<file path="src/rtl/rot_pkg.sv">
// Shared constants for the root-of-trust op scheduler: opcodes, engine indices,
// status word layout and the sequencer state encoding.
package rot_pkg;

   localparam int unsigned OP_NOP        = 'h00;
   localparam int unsigned OP_FSM        = 'h01;
   localparam int unsigned OP_TRNG_GEN   = 'h02;
   localparam int unsigned OP_AES_ENC    = 'h03;
   localparam int unsigned OP_PUF_GEN    = 'h04;
   localparam int unsigned OP_CLR_STATUS = 'h0F;

   typedef logic [1:0] eng_idx_t;

   localparam eng_idx_t ENG_FSM  = 2'd0;
   localparam eng_idx_t ENG_TRNG = 2'd1;
   localparam eng_idx_t ENG_AES  = 2'd2;
   localparam eng_idx_t ENG_PUF  = 2'd3;

   localparam int unsigned ST_BUSY       = 0;
   localparam int unsigned ST_FSM_BUSY   = 1;
   localparam int unsigned ST_TRNG_BUSY  = 2;
   localparam int unsigned ST_AES_BUSY   = 3;
   localparam int unsigned ST_PUF_BUSY   = 4;
   localparam int unsigned ST_FULL       = 5;
   localparam int unsigned ST_FLAG_LSB   = 26;
   localparam int unsigned ST_CFG        = 26;
   localparam int unsigned ST_AES_DONE   = 27;
   localparam int unsigned ST_PUF_DONE   = 28;
   localparam int unsigned ST_TRNG_VALID = 29;
   localparam int unsigned ST_ERR        = 30;
   localparam int unsigned ST_TIMEOUT    = 31;

   // Masks over the sticky field status[31:26].
   localparam logic [5:0] FLAG_CFG        = 6'b000001;
   localparam logic [5:0] FLAG_AES_DONE   = 6'b000010;
   localparam logic [5:0] FLAG_PUF_DONE   = 6'b000100;
   localparam logic [5:0] FLAG_TRNG_VALID = 6'b001000;
   localparam logic [5:0] FLAG_ERR        = 6'b010000;
   localparam logic [5:0] FLAG_TIMEOUT    = 6'b100000;

   typedef enum logic [2:0] {
      StIdle,
      StCheck,
      StDispatch,
      StWait,
      StAbort
   } state_e;

   function automatic logic [5:0] done_flag(eng_idx_t eng);
      logic [5:0] mask;
      unique case (eng)
         ENG_FSM:  mask = FLAG_CFG;
         ENG_TRNG: mask = FLAG_TRNG_VALID;
         ENG_AES:  mask = FLAG_AES_DONE;
         default:  mask = FLAG_PUF_DONE;
      endcase
      return mask;
   endfunction

endpackage

</file>
<file path="src/rtl/rot_op_fifo.sv">
// Synchronous opcode FIFO. A push on a full FIFO is accepted only when a pop
// frees a slot in the same cycle.
module rot_op_fifo #(
   parameter int unsigned DEPTH = 4,
   parameter int unsigned WIDTH = 8
) (
   input  logic                     clk,
   input  logic                     rst,
   input  logic                     push,
   input  logic                     pop,
   input  logic [WIDTH-1:0]         wdata,
   output logic [WIDTH-1:0]         rdata,
   output logic                     full,
   output logic                     empty,
   output logic [$clog2(DEPTH):0]   count
);

   localparam int unsigned PtrW = $clog2(DEPTH);

   logic [WIDTH-1:0] mem_q [DEPTH];
   logic [PtrW-1:0]  wptr_q, rptr_q;
   logic [PtrW:0]    count_q;
   logic             push_en, pop_en;

   assign empty   = (count_q == '0);
   assign full    = (count_q == (PtrW+1)'(DEPTH));
   assign pop_en  = pop && !empty;
   assign push_en = push && (!full || pop_en);
   assign rdata   = mem_q[rptr_q];
   assign count   = count_q;

   always_ff @(posedge clk) begin
      if (push_en) begin
         mem_q[wptr_q] <= wdata;
      end
   end

   // Depth is a power of two, so the pointers wrap naturally.
   always_ff @(posedge clk or posedge rst) begin
      if (rst) begin
         wptr_q  <= '0;
         rptr_q  <= '0;
         count_q <= '0;
      end else begin
         if (push_en) wptr_q <= wptr_q + PtrW'(1);
         if (pop_en)  rptr_q <= rptr_q + PtrW'(1);
         if (push_en && !pop_en) begin
            count_q <= count_q + (PtrW+1)'(1);
         end else if (pop_en && !push_en) begin
            count_q <= count_q - (PtrW+1)'(1);
         end
      end
   end

endmodule

</file>
<file path="src/rtl/rot_op_scheduler.sv">
// Root-of-trust command sequencer: queues CPU opcodes, dispatches them to the
// FSM/TRNG/AES/PUF engines with a start/done handshake and a watchdog.
module rot_op_scheduler
   import rot_pkg::*;
#(
   parameter int unsigned FIFO_DEPTH     = 4,
   parameter int unsigned TIMEOUT_CYCLES = 1024,
   parameter int unsigned OPW            = 8
) (
   input  logic           clk,
   input  logic           rst,
   input  logic           op_we,
   input  logic [OPW-1:0] op_code,
   output logic [3:0]     eng_start,
   input  logic [3:0]     eng_done,
   output logic           eng_abort,
   output logic [31:0]    status_o
);

   localparam int unsigned   CntW     = $clog2(FIFO_DEPTH) + 1;
   localparam int unsigned   WdW      = $clog2(TIMEOUT_CYCLES + 1);
   localparam logic [WdW-1:0] WdLast  = WdW'(TIMEOUT_CYCLES - 1);
   localparam logic [CntW-1:0] CntFull = CntW'(FIFO_DEPTH);

   state_e          state_q, state_d;
   logic [OPW-1:0]  op_q, op_d;
   eng_idx_t        eng_q, eng_d;
   logic [WdW-1:0]  wdog_q, wdog_d;
   logic [31:0]     status_q, status_d;

   logic            fifo_full, fifo_empty;
   logic [CntW-1:0] fifo_count, cnt_d;
   logic [OPW-1:0]  fifo_rdata;

   logic            wr_clr, push_req, push, pop, drop;
   logic            op_legal, op_needs_cfg;
   eng_idx_t        op_eng;
   logic            set_err, set_to, set_done, clr_done;
   logic [5:0]      flags;

   assign wr_clr   = op_we && (op_code == OPW'(OP_CLR_STATUS));
   assign push_req = op_we && (op_code != OPW'(OP_NOP)) && !wr_clr;
   assign pop      = (state_q == StIdle) && !fifo_empty;
   assign push     = push_req && (!fifo_full || pop);
   assign drop     = push_req && !push;

   rot_op_fifo #(
      .DEPTH (FIFO_DEPTH),
      .WIDTH (OPW)
   ) u_fifo (
      .clk   (clk),
      .rst   (rst),
      .push  (push),
      .pop   (pop),
      .wdata (op_code),
      .rdata (fifo_rdata),
      .full  (fifo_full),
      .empty (fifo_empty),
      .count (fifo_count)
   );

   // Occupancy after this edge, so the registered status word is not a cycle stale.
   always_comb begin
      cnt_d = fifo_count;
      if (push && !pop) begin
         cnt_d = fifo_count + CntW'(1);
      end else if (pop && !push) begin
         cnt_d = fifo_count - CntW'(1);
      end
   end

   always_comb begin
      op_legal     = 1'b1;
      op_needs_cfg = 1'b0;
      op_eng       = ENG_FSM;
      if (op_q == OPW'(OP_FSM)) begin
         op_eng = ENG_FSM;
      end else if (op_q == OPW'(OP_TRNG_GEN)) begin
         op_eng = ENG_TRNG;
      end else if (op_q == OPW'(OP_AES_ENC)) begin
         op_eng       = ENG_AES;
         op_needs_cfg = 1'b1;
      end else if (op_q == OPW'(OP_PUF_GEN)) begin
         op_eng       = ENG_PUF;
         op_needs_cfg = 1'b1;
      end else begin
         op_legal = 1'b0;
      end
   end

   always_comb begin
      state_d   = state_q;
      op_d      = op_q;
      eng_d     = eng_q;
      wdog_d    = wdog_q;
      set_err   = 1'b0;
      set_to    = 1'b0;
      set_done  = 1'b0;
      clr_done  = 1'b0;
      eng_start = 4'b0000;
      eng_abort = 1'b0;
      unique case (state_q)
         StIdle: begin
            if (!fifo_empty) begin
               op_d    = fifo_rdata;
               state_d = StCheck;
            end
         end
         StCheck: begin
            if (!op_legal || (op_needs_cfg && !status_q[ST_CFG])) begin
               set_err = 1'b1;
               state_d = StIdle;
            end else begin
               eng_d   = op_eng;
               state_d = StDispatch;
            end
         end
         StDispatch: begin
            eng_start = 4'b0001 << eng_q;
            clr_done  = 1'b1;
            wdog_d    = '0;
            state_d   = StWait;
         end
         StWait: begin
            wdog_d = wdog_q + WdW'(1);
            if (eng_done[eng_q]) begin
               set_done = 1'b1;
               state_d  = StIdle;
            end else if (wdog_q == WdLast) begin
               state_d = StAbort;
            end
         end
         StAbort: begin
            eng_abort = 1'b1;
            set_to    = 1'b1;
            state_d   = StIdle;
         end
         default: state_d = StIdle;
      endcase
   end

   // Clear first so that a flag set in the same cycle as CLR_STATUS survives.
   always_comb begin
      flags = status_q[ST_TIMEOUT:ST_FLAG_LSB];
      if (wr_clr)            flags = 6'b000000;
      if (clr_done)          flags = flags & ~done_flag(eng_q);
      if (set_done)          flags = flags | done_flag(eng_q);
      if (set_err || drop)   flags = flags | FLAG_ERR;
      if (set_to)            flags = flags | FLAG_TIMEOUT;

      status_d = '0;
      status_d[ST_TIMEOUT:ST_FLAG_LSB] = flags;
      status_d[ST_BUSY] = (state_d != StIdle) || (cnt_d != '0);
      if (state_d == StDispatch || state_d == StWait) begin
         status_d[ST_PUF_BUSY:ST_FSM_BUSY] = 4'b0001 << eng_d;
      end
      status_d[ST_FULL] = (cnt_d == CntFull);
   end

   always_ff @(posedge clk or posedge rst) begin
      if (rst) begin
         state_q  <= StIdle;
         op_q     <= '0;
         eng_q    <= ENG_FSM;
         wdog_q   <= '0;
         status_q <= '0;
      end else begin
         state_q  <= state_d;
         op_q     <= op_d;
         eng_q    <= eng_d;
         wdog_q   <= wdog_d;
         status_q <= status_d;
      end
   end

   assign status_o = status_q;

endmodule

</file>
<file path="config.mk">
export PLATFORM = sky130hd
export DESIGN_NAME = rot_op_scheduler
export DESIGN_NICKNAME = d
export VERILOG_FILES = /design/src/rtl/rot_pkg.sv /design/src/rtl/rot_op_fifo.sv /design/src/rtl/rot_op_scheduler.sv
export SDC_FILE = /design/constraint.sdc
export NUM_CORES = 1
export LEC_CHECK = 0
export BUFFER_PORTS_ARGS = -buffer_cell sky130_fd_sc_hd__buf_2
export CAP_MARGIN = 20
export CORE_UTILIZATION = 45
export CTS_CLUSTER_DIAMETER = 80
export DETAILED_ROUTE_END_ITERATION = 10
export GPL_TIMING_DRIVEN = 0
export PLACE_DENSITY = 0.65
export SETUP_SLACK_MARGIN = 0.4
export SYNTH_ARGS = -nofsm -noshare
export SYNTH_HDL_FRONTEND = slang
export SYNTH_HIERARCHICAL = 1
export SYNTH_SLANG_ARGS = --single-unit
</file>
<file path="constraint.sdc">
create_clock -name clk -period 4.1 [get_ports clk]
set_clock_uncertainty 0.1 [all_clocks]
set_input_delay 0.615 -clock clk [delete_from_list [all_inputs] [get_ports clk]]
set_output_delay 0.615 -clock clk [all_outputs]
set_load 0.01 [all_outputs]
</file>
==> impl_metrics.yaml <==
critical_path:
  crit_path_max_incr_delay_ns: 0.56
  reg2reg_slack_ns: 0.84
  critPathMostFrequentCell: "xor2_1"
  critPathLaunchType: "register"
  crit_family: "simple AND/OR/NAND/NOR gates"
  ff2ff_path_depth: 12
  critPathKind: "register to register"
  worstReg2RegStart: "u_fifo/count[0]$_DFFE_PP0P_"
  cp-end-kind: "register"
  crit_required_ns: 4.26
  cp_max_fo: 10
  arrival_ns: 3.43
  crit_buf_inv: 3
  path_cells: "nor3_1, or4_1, buf_2, clkbuf_1, a21oi_1, a21boi_4, ha_1, inv_1, fa_1, xor2_1, nor2_1, xor2_1"
  crit_slowest_cell: "dfrtp_1"
  reg2reg_to: "u_fifo/count[2]$_DFFE_PP0P_"
timing:
  finalSetupViolCount: 0
  post-route-period-util_pct: 79.6
  rsz0062_at_grt: "no"
  setup_tns_ns: 0
  setup_slack_ns: 0.836
  hold_ws_ns: 0.104
  maxSlewViolCount: 0
  period_needed_ns: 3.26
  hold_viol_final: 0
  tightest_slew_ns: 0.592
  fmax_mhz: 306
  relSlewSlack_pct: 60.5
floorplan:
  core_um2: 7730
  dieHeight_um: 91.2
  num_rows: 32
  die-area_um2: 8320
  chipWidth_um: 91.2
  start_util_pct: 46.4
  ios: 52
global_routing:
  grt_pass1_vias: 2243
  grt_max_degree: 25
  overflow: 0
  grt_usage_pct: 16.8
  grt_pass1_wl_um: 10800
  antenna_found_initial: 0
clocking:
  h-tree-depth: 3
  cts_tree: "yes"
  holdBufCountCts: 0
  clockRootBuffer: "clkbuf_8"
  clockBufferDepth: 2
  cts_resized: 0
  numCtsBuffers: 9
  cts.sinks: 75
  clk_latency_ns: 0.34
  clkTransAtPathRegs_ns: 0.07
  post-cts-setup-buffers: 0
yosys:
  ys_types: 47
  async_flop_share_pct: 57.3
  synth_adder_area_share_pct: 3.35
  yosysSeqAreaShare_pct: 56.8
  synth_common_cells: "43 x dfrtp_1, 43 x nand2_1, 32 x edfxtp_1"
  synth_top_family_by_area: "simple AND/OR/NAND/NOR gates"
  synth-compound-area-share_pct: 8.31
  netlist.area_leader.share_pct: 30.0
  synthFlopType: "dfrtp_1"
  synth_warnings: 6
  syn_area_per_cell_um2: 12.1
  syn_inst: 295
  synth_area_leader_cell: "dfrtp_1"
  muxShareOfSynthArea_pct: 7.54
  synth_edf_count: 32
  yosys-top-cells-area: "dfrtp_1 30%, edfxtp_1 27%, mux4_2 5.7%, nand2_1 4.5%, buf_4 4.2%"
  yosys_register_bits: 75
  yosys.area_share.simple_pct: 14.9
  yosys.area_share.xor_xnor_pct: 2.20
  syn_area_um2: 3580
route:
  drcViolationCount: 0
  wirelength_um: 6270
  ant_nets: 0
  via_per_inst: 4.92
  drt-pass1-iter-count: 6
  post_drt_wl_per_cell_um: 13.5
  vias: 2281
  drt_iter0_markers: 91
power_and_ir_drop:
  ir_worst_vdd_uv: 320
  pwr-share-clk_pct: 19.3
  p_int_uw: 1690
  p_total_uw: 2670
  switching_power_uw: 979
  p_leak_uw: 0.00187
  powerDensity_nw_per_um2: 644
  swShare_pct: 36.7
  comb_power_share_pct: 38.3
  power.share.sequential_pct: 42.5
final_layout:
  nets: 381
  area_growth_pct: 15.6
  fillCellCount: 655
  antenna_cells: 0
  drive_above_1_share_pct: 25.4
place:
  routabilityCongestion: 0.738
  portBuffers: 31
  dp_hpwl_um: 4480
  pre_cts_ws_ns: 0.858
min_path:
  hold_class: "primary input to asynchronous set/reset pin"
job:
  maxCapViolations: 0
outcome:
  status: "finished, final reports clean"
-- registers in the layout, indices dropped and copies added, names as in the netlist --
signal         flops
u_fifo/mem_q      32
wdog_q            11
u_fifo/count       3
status_o          12
state_q            3
eng_q              2
u_fifo/rptr_q      2
u_fifo/wptr_q      2
op_q               8
-- routing by layer --
layer / share of wire (%) / vias to the layer above / wire length, um / GRT usage (%)
li1: - / 1145 / - / -
met1: 47 / 1076 / 2960 / 21.2
met2: 47 / 50 / 2960 / 27.8
met3: 4.2 / 10 / 264 / 4.94
met4: 1.4 / 0 / 90 / 5.56
met5: 0 / - / 0 / 0
-- cell usage in the layout, fill, tap and decap left out, types with 8 or more instances in the layout --
cell type | Yosys | layout
buf_2 | 2 | 33
buf_4 | 20 | 20
clkbuf_8 | 0 | 9
conb_1 | 1 | 20
dfrtp_1 | 43 | 43
edfxtp_1 | 32 | 32
ha_1 | 8 | 8
inv_1 | 14 | 14
mux4_2 | 9 | 9
nand2_1 | 43 | 43
nor2_1 | 13 | 13
-- worst register-to-register path: cells and delay by family (launching register included) --
family | cells | cell delay (ns)
and+or+nand+nor | 3 | 0.67
DFF | 1 | 0.56
AOI/OAI and AO/OA | 2 | 0.50
buffers and inverters | 3 | 0.44
xor gates and xnor gates | 2 | 0.30
adders and majority gates | 2 | 0.62
-- worst max-delay path by stage --
stage / from / end / slack (ns) / depth (start not counted)
floorplan: u_fifo/count[0]$_DFFE_PP0P_ / u_fifo/count[2]$_DFFE_PP0P_ / 1.20 / 12
global placement: u_fifo/count[0]$_DFFE_PP0P_ / u_fifo/count[2]$_DFFE_PP0P_ / 0.91 / 12
detailed placement: u_fifo/count[0]$_DFFE_PP0P_ / u_fifo/count[2]$_DFFE_PP0P_ / 0.86 / 12
CTS: u_fifo/count[0]$_DFFE_PP0P_ / u_fifo/count[2]$_DFFE_PP0P_ / 0.80 / 12
global route: u_fifo/count[0]$_DFFE_PP0P_ / u_fifo/count[2]$_DFFE_PP0P_ / 0.54 / 12
finish: u_fifo/count[0]$_DFFE_PP0P_ / u_fifo/count[2]$_DFFE_PP0P_ / 0.84 / 12
-- kinds of logic (layout without fill, tap and decap cells) --
logic type,Yosys count,in the layout
and+or+nand+nor,103,103
DFF,75,75
buffers and inverters,44,92
AOI/OAI and AO/OA,39,39
muxes,15,15
adders and majority gates,9,9
xor gates and xnor gates,9,9
other,1,20
-- power groups by stage --
stage,Clock [uW],Combinational (uW),Sequential [uW]
6_report,515,1020,1130
5_1_grt,561,1150,1160
4_1_cts,531,1030,1130
3_5_place_dp,0,1030,1150
3_3_place_gp,0,1000,1140
2_1_floorplan,0,807,1130
-- final cells by class --
cell class                 count  area, um2  share of cell area (%)
buffer                        29        186                    4.50
clock buffer                   9        124                    2.99
clock inverter                 7       55.1                    1.33
inverter                      15       56.3                    1.36
multi-input combinational    195       1380                    33.2
sequential                    75       2040                    49.2
tap                          102        128                    3.08
timing repair buffer          32        183                    4.41
-- through the flow --
stage	utilization, %	std cells	instance area (um2)
6_report	53.6	464	4140
3_3_place_gp	51.0	447	3940
4_1_cts	53.6	464	4140
2_1_floorplan	-	314	3650
5_1_grt	53.6	464	4140
3_5_place_dp	51.3	448	3970
Note: power is estimated with default switching activity, not from simulation.
